===== src/rtl/puf_challenge_host.sv =====
// Host-side sequencer for the ring-oscillator PUF: issues a run of consecutive
// challenges, waits for each response with a timeout, and streams responses out.
module puf_challenge_host #(
  parameter int CW      = 8,
  parameter int RW      = 8,
  parameter int TIMEOUT = 1023
) (
  input  logic          clk,
  input  logic          rst,
  input  logic          start,
  input  logic [CW-1:0] challenge_base,
  input  logic [3:0]    count,
  output logic [CW-1:0] puf_challenge,
  output logic          puf_start,
  input  logic          puf_done,
  input  logic [RW-1:0] puf_response,
  output logic [RW-1:0] resp_data,
  output logic [3:0]    resp_index,
  output logic          resp_valid,
  input  logic          resp_ready,
  output logic          busy,
  output logic          done,
  output logic          timeout_err,
  output logic [2:0]    dbg_state
);

  typedef enum logic [2:0] {
    S_IDLE    = 3'd0,
    S_ISSUE   = 3'd1,
    S_WAIT    = 3'd2,
    S_PRESENT = 3'd3,
    S_FIN     = 3'd4
  } state_t;

  localparam logic [15:0] TLAST = 16'(TIMEOUT - 1);

  state_t        r_state;
  state_t        w_next;
  logic [CW-1:0] r_chal;
  logic [3:0]    r_count;
  logic [3:0]    r_idx;
  logic [15:0]   r_timer;
  logic [RW-1:0] r_data;
  logic [3:0]    r_index;
  logic          r_terr;
  logic          w_timeout;
  logic          w_last;

  // The timer counts completed WAIT cycles; the final WAIT edge is the timeout edge.
  assign w_timeout = (r_timer == TLAST);
  assign w_last    = (4'(r_idx + 4'd1) == r_count);

  always_ff @(posedge clk or posedge rst) begin
    if (rst) r_state <= S_IDLE;
    else     r_state <= w_next;
  end

  // Response stream: a transfer happens on an edge where resp_valid and
  // resp_ready are both high; resp_data/resp_index hold until that edge.
  always_comb begin
    w_next = r_state;
    case (r_state)
      S_IDLE:    if (start) w_next = (count != 4'd0) ? S_ISSUE : S_FIN;
      S_ISSUE:   w_next = S_WAIT;
      S_WAIT: begin
        if (puf_done)       w_next = S_PRESENT;
        else if (w_timeout) w_next = S_FIN;
      end
      S_PRESENT: if (resp_ready) w_next = w_last ? S_FIN : S_ISSUE;
      S_FIN:     w_next = S_IDLE;
      default:   w_next = S_IDLE;
    endcase
  end

  always_comb begin
    busy       = (r_state != S_IDLE);
    puf_start  = (r_state == S_ISSUE);
    resp_valid = (r_state == S_PRESENT);
    done       = (r_state == S_FIN);
  end

  always_ff @(posedge clk or posedge rst) begin
    if (rst) begin
      r_chal  <= '0;
      r_count <= '0;
      r_idx   <= '0;
      r_timer <= '0;
      r_data  <= '0;
      r_index <= '0;
      r_terr  <= 1'b0;
    end else begin
      case (r_state)
        S_IDLE: begin
          if (start) begin
            r_chal  <= challenge_base;
            r_count <= count;
            r_idx   <= '0;
            r_terr  <= 1'b0;
          end
        end
        S_ISSUE: r_timer <= '0;
        S_WAIT: begin
          r_timer <= r_timer + 16'd1;
          if (puf_done) begin
            r_data  <= puf_response;
            r_index <= r_idx;
          end else if (w_timeout) begin
            r_terr <= 1'b1;
          end
        end
        S_PRESENT: begin
          if (resp_ready) begin
            r_idx <= r_idx + 4'd1;
            // r_chal tracks base+idx; the CW-bit add wraps naturally.
            if (!w_last) r_chal <= r_chal + 1'b1;
          end
        end
        default: ;
      endcase
    end
  end

  assign puf_challenge = r_chal;
  assign resp_data     = r_data;
  assign resp_index    = r_index;
  assign timeout_err   = r_terr;
  assign dbg_state     = r_state;

endmodule


===== config.mk =====
export PLATFORM = sky130hd
export DESIGN_NAME = puf_challenge_host
export DESIGN_NICKNAME = d
export VERILOG_FILES = /design/src/rtl/puf_challenge_host.sv
export SDC_FILE = /design/constraint.sdc
export NUM_CORES = 1
export LEC_CHECK = 0
export ABC_AREA = 1
export ABC_CLOCK_PERIOD_IN_PS = 3800
export CAP_MARGIN = 25
export CELL_PAD_IN_SITES_DETAIL_PLACEMENT = 1
export CELL_PAD_IN_SITES_GLOBAL_PLACEMENT = 1
export CORE_MARGIN = 1.5
export CORE_UTILIZATION = 49
export DETAILED_ROUTE_END_ITERATION = 10
export DONT_BUFFER_PORTS = 1
export GPL_TIMING_DRIVEN = 0
export PLACE_DENSITY = 0.94
export SYNTH_ARGS = -nofsm -noshare
export SYNTH_HDL_FRONTEND = slang
export SYNTH_SLANG_ARGS = --single-unit

===== constraint.sdc =====
create_clock -name clk -period 3.8 [get_ports clk]
set_input_delay 0.38 -clock clk [delete_from_list [all_inputs] [get_ports clk]]
set_output_delay 0.38 -clock clk [all_outputs]
set_load 0.005 [all_outputs]

* Word level (Yosys, flattened, before mapping)
Index checks and enable logic that the tools add are counted.
Operators by class: muxes and demuxes 19, reductions and logical operators 12, add/sub/neg operators 3, equal/unequal tests 12
Operators with widths (number):
- $pmux 16 s2 | 1
- $mux 8 | 3
- $mux 3 | 6
- $add 16x1->16 const B | 1
- $eq 16x10->1 const B | 1
- $pmux 8 s2 | 1
- $pmux 3 s4 | 1
- $add 8x1->8 const B | 1
- $mux 4 | 2
- $ne 2x2->1 const B | 4
- $pmux 4 s2 | 1
- $reduce_and 4->1 | 2
- $eq 3x2->1 const B | 2
- $reduce_and 3->1 | 2
- $reduce_bool 2->1 | 3
- $add 4x1->4 const B | 1
- $eq 4x4->1 | 1
- $reduce_and 2->1 | 2
- $reduce_bool 4->1 | 1
- $eq 3x1->1 const B | 1
- $eq 3x3->1 const B | 1
- $logic_not 3->1 | 1
- $mux 1 | 3
- $ne 3x3->1 const B | 1
- other kinds (3) | 3
Word-level totals: register bits after elaboration 48, logic and storage cells 54, output and inout port bits 28, input bits 25

* Longest topological paths before layout
depth in word-level cells 5, mapped depth 12, depth with buffers taken out 12

* Worst setup path after synthesis
No wires, ideal clock.
path kind register to register, start register r_idx[0], end register r_chal[5], in the netlist puf_challenge[5], slack 2.209 ns, cell stages (with the launch flop) 12, arrival 1.474 ns, path buffers 0, period minus slack after synthesis 1.591 ns, required time 3.683 ns, library setup time 0.117 ns, cell sequence dfrtp_1 > ha_1 > nand2_1 > inv_1 > o21ai_0 > nor2_1 > nand2_1 > nand2_1 > nand2_2 > nand2_4 > nand2_1 > nand2_1
Between the ends: longest elaborated chain between the ends 4
Ends and longest elaborated chain:
- start: declaration | RTL line 41 | logic [3:0] r_idx;
- start signal: assignment | RTL line 113 | r_idx <= r_idx + 4'd1;
- $add 4x1->4 | RTL line 51 | assign w_last = (4'(r_idx + 4'd1) == r_count);
- $eq 4x4->1 | RTL line 51
- $ne 2x2->1 (no line)
- $reduce_and 4->1 (no line)
- end signal: assignment | RTL line 95 | r_chal <= challenge_base;
- end signal: assignment | RTL line 115 | if (!w_last) r_chal <= r_chal + 1'b1;
- end: declaration | RTL line 39 | logic [CW-1:0] r_chal;
Every way passes these cells. A chain may end at the register's enable or synchronous reset.

* Worst setup path in the final report
Same ends and word-level chain as after synthesis.

==> impl_metrics.tcl <==
set metrics [dict create \
    dieHeight_um 75.9 \
    critPathMaxFanout 9 \
    critPathCaptureType "register" \
    ys.flop_type "dfrtp_1" \
    drv_slew 0 \
    io_buffers 0 \
    dp_hpwl_um 5260 \
    finalPower_mw 2.03 \
    r2r_slack_ns 1.86 \
    postCtsSetupRepairBufs 0 \
    area_growth_pct 8.07 \
    final-hold-violation-count 0 \
    r2r.worst_path.cells 11 \
    period_needed_ns 1.94 \
    period_share 0.511 \
    fmax_mhz 515 \
    antenna_found_initial 0 \
    wl_um 7140 \
    power_density_nw_per_um2 721 \
    syn_nets 357 \
    cts_buffers 5 \
    yosysWarnings 0 \
    worstHoldPathType "primary input to register" \
    synth_cell_types 27 \
    r2r-start "r_idx[0]$_DFFE_PP0P_" \
    start_kind "register" \
    regToRegEndpoint "puf_challenge[5]$_DFFE_PP0P_" \
    grt_max_degree 35 \
    finalClockSkew_ns 0.00427 \
    gr-total-overflow 0 \
    grt_use_total 0.273 \
    fin_area_um2 2820 \
    globalplace.congestion 0.792 \
    clock_path_buffers 2 \
    synth_edf_count 0 \
    async_reset_ff_frac 1.00 \
    core_area_um2 5110 \
    dp_slack_ns 1.87 \
    peakVddDrop_mv 0.278 \
    ant_nets 0 \
    vias_per_cell 5.81 \
    syn_inst 328 \
    placed_cell_area_um2 2710 \
    route.detailed.drc 0 \
    dieArea_um2 5770 \
    arrival_ns 2.15 \
    root_buffer "clkbuf_8" \
    ctsHoldBuffers 1 \
    whs_path_depth 1 \
    dr.first_iter.drc_count 144 \
    fill_cells 654 \
    layout_setup_ws_ns 1.86 \
    critical_path_class "register to register" \
    clk_pin_slew_ns 0.10 \
    setup_viol 0 \
    p_leak_nw 1.34 \
    first_pass_iters 4 \
    diodes 0 \
    yosys_register_bits 48 \
    start_util 0.510 \
    worstMarginPinSlew_ns 0.494 \
    dr_total_vias 2369 \
    clk_latency_ns 0.31 \
    synth_area_um2 2610 \
    finalNetCount 366 \
    cts_resized 0 \
    rows 26 \
    required_ns 4.01 \
    htree_levels 2 \
    die_x_um 75.9 \
    drive_gt1_frac 0.118 \
    grt_setup_unrepaired "no" \
    clock-sinks 48 \
    hold_end "resp_data[7]$_DFFE_PP0P_" \
    maxCapViolCount 0 \
    whs_ns 0.213 \
    avgSynthCellArea_um2 7.95 \
    slew-limit-headroom 0.671 \
    worstHoldStart "puf_response[7]" \
    grt_pass1_wl_um 12400 \
    post_drt_wl_per_cell_um 17.5 \
    outcome "complete, no violations" \
    yosysSeqAreaShare 0.461 \
    grt_pass1_vias 2463 \
    io_pins 53 \
    fin_setup_tns_ns 0 \
    cts_tree "done" \
]
[cells in the mapped netlist, types with 2 or more instances]
master	n	share of area
nand4_1	10	0.024
nand2_2	4	0.0096
nor3_1	5	0.0096
ha_1	4	0.019
mux2_2	8	0.035
inv_1	41	0.059
nor2_1	19	0.027
nor3_4	4	0.025
a21boi_0	2	0.0058
dfrtp_1	48	0.46
nand3_1	37	0.071
o21ai_0	18	0.035
nand2_1	84	0.12
buf_2	3	0.0058
a21oi_1	11	0.021
inv_2	5	0.0072
o21ai_1	12	0.023
o22ai_1	4	0.0096
[state kept, by name, indices dropped and copies added, names as in the netlist]
register and count:
dbg_state 3, puf_challenge 8, r_count 4, r_idx 4, r_timer 16, resp_data 8
resp_index 4, timeout_err 1
[critical path: stages (launching register included)]
cell	delay (ns)
dfrtp_1	0.46
ha_1	0.36
nand2_1	0.08
inv_1	0.04
o21ai_0	0.17
nor2_1	0.09
nand2_1	0.09
nand2_1	0.09
nand2_2	0.21
nand2_4	0.12
nand2_1	0.09
nand2_1	0.05
[routing by layer]
layer / global-route usage / wire length (µm) / part of all wire
met3: 0.0675 / 409 / 0.057
met5: 0 / 0 / 0
met4: 0.106 / 173 / 0.024
met2: 0.460 / 3510 / 0.49
met1: 0.338 / 3050 / 0.43
[where the power goes]
part	internal (mW)	switching, mW
clock	0.131	0.189
sequential	0.681	0.210
combinational	0.279	0.541
[worst max-delay path by stage]
stage / start / end / slack, ns / depth (start not counted)
global route: r_idx[0]$_DFFE_PP0P_ / puf_challenge[2]$_DFFE_PP0P_ / 1.67 / 11
finish: r_idx[0]$_DFFE_PP0P_ / puf_challenge[5]$_DFFE_PP0P_ / 1.86 / 11
detailed placement: r_idx[0]$_DFFE_PP0P_ / puf_challenge[5]$_DFFE_PP0P_ / 1.87 / 11
global placement: rst / puf_challenge[4]$_DFFE_PP0P_ / 1.77 / 1
floorplan: r_idx[0]$_DFFE_PP0P_ / puf_challenge[5]$_DFFE_PP0P_ / 2.21 / 11
CTS: r_idx[0]$_DFFE_PP0P_ / puf_challenge[5]$_DFFE_PP0P_ / 1.86 / 11
[placed cells by master, fill, tap and decap left out, drive strengths merged, types with 2 or more instances in the layout]
| cell type | count |
|---|---|
| ha | 4 |
| buf | 5 |
| mux2 | 8 |
| nand2 | 89 |
| clkbuf | 5 |
| o22ai | 4 |
| dfrtp | 48 |
| nor2 | 19 |
| inv | 47 |
| clkinvlp | 2 |
| nand4 | 10 |
| a21oi | 11 |
| a21boi | 2 |
| nor3 | 10 |
| o21ai | 31 |
| nand3 | 38 |
[cells by family after synthesis]
group	count (synthesis)	share of synthesized area
AO/OA/AOI/OAI	48	0.0975
XOR/XNOR	2	0.00672
adder cells (fa/ha/maj)	4	0.0192
buffers and inverters	51	0.0787
flip-flops	48	0.461
multiplexers	8	0.0346
AND/OR/NAND/NOR	167	0.302
[stage by stage]
stage,instances,utilization
after detailed placement,399,0.531
after CTS,408,0.551
after floorplan,328,-
after global placement,398,0.527
final,408,0.551
after global routing,408,0.551
[layout make-up]
cell class	count	area [µm²]	area share
Multi-Input combinational cell	229	1200	0.426
Clock buffer	5	68.8	0.0244
Tap cell	70	87.6	0.0311
Timing Repair Buffer	2	30.0	0.0107
Buffer	4	26.3	0.00933
Inverter	47	179	0.0635
Clock inverter	3	23.8	0.00844
Sequential cell	48	1200	0.426
Note: power is estimated with default switching activity, not from simulation.
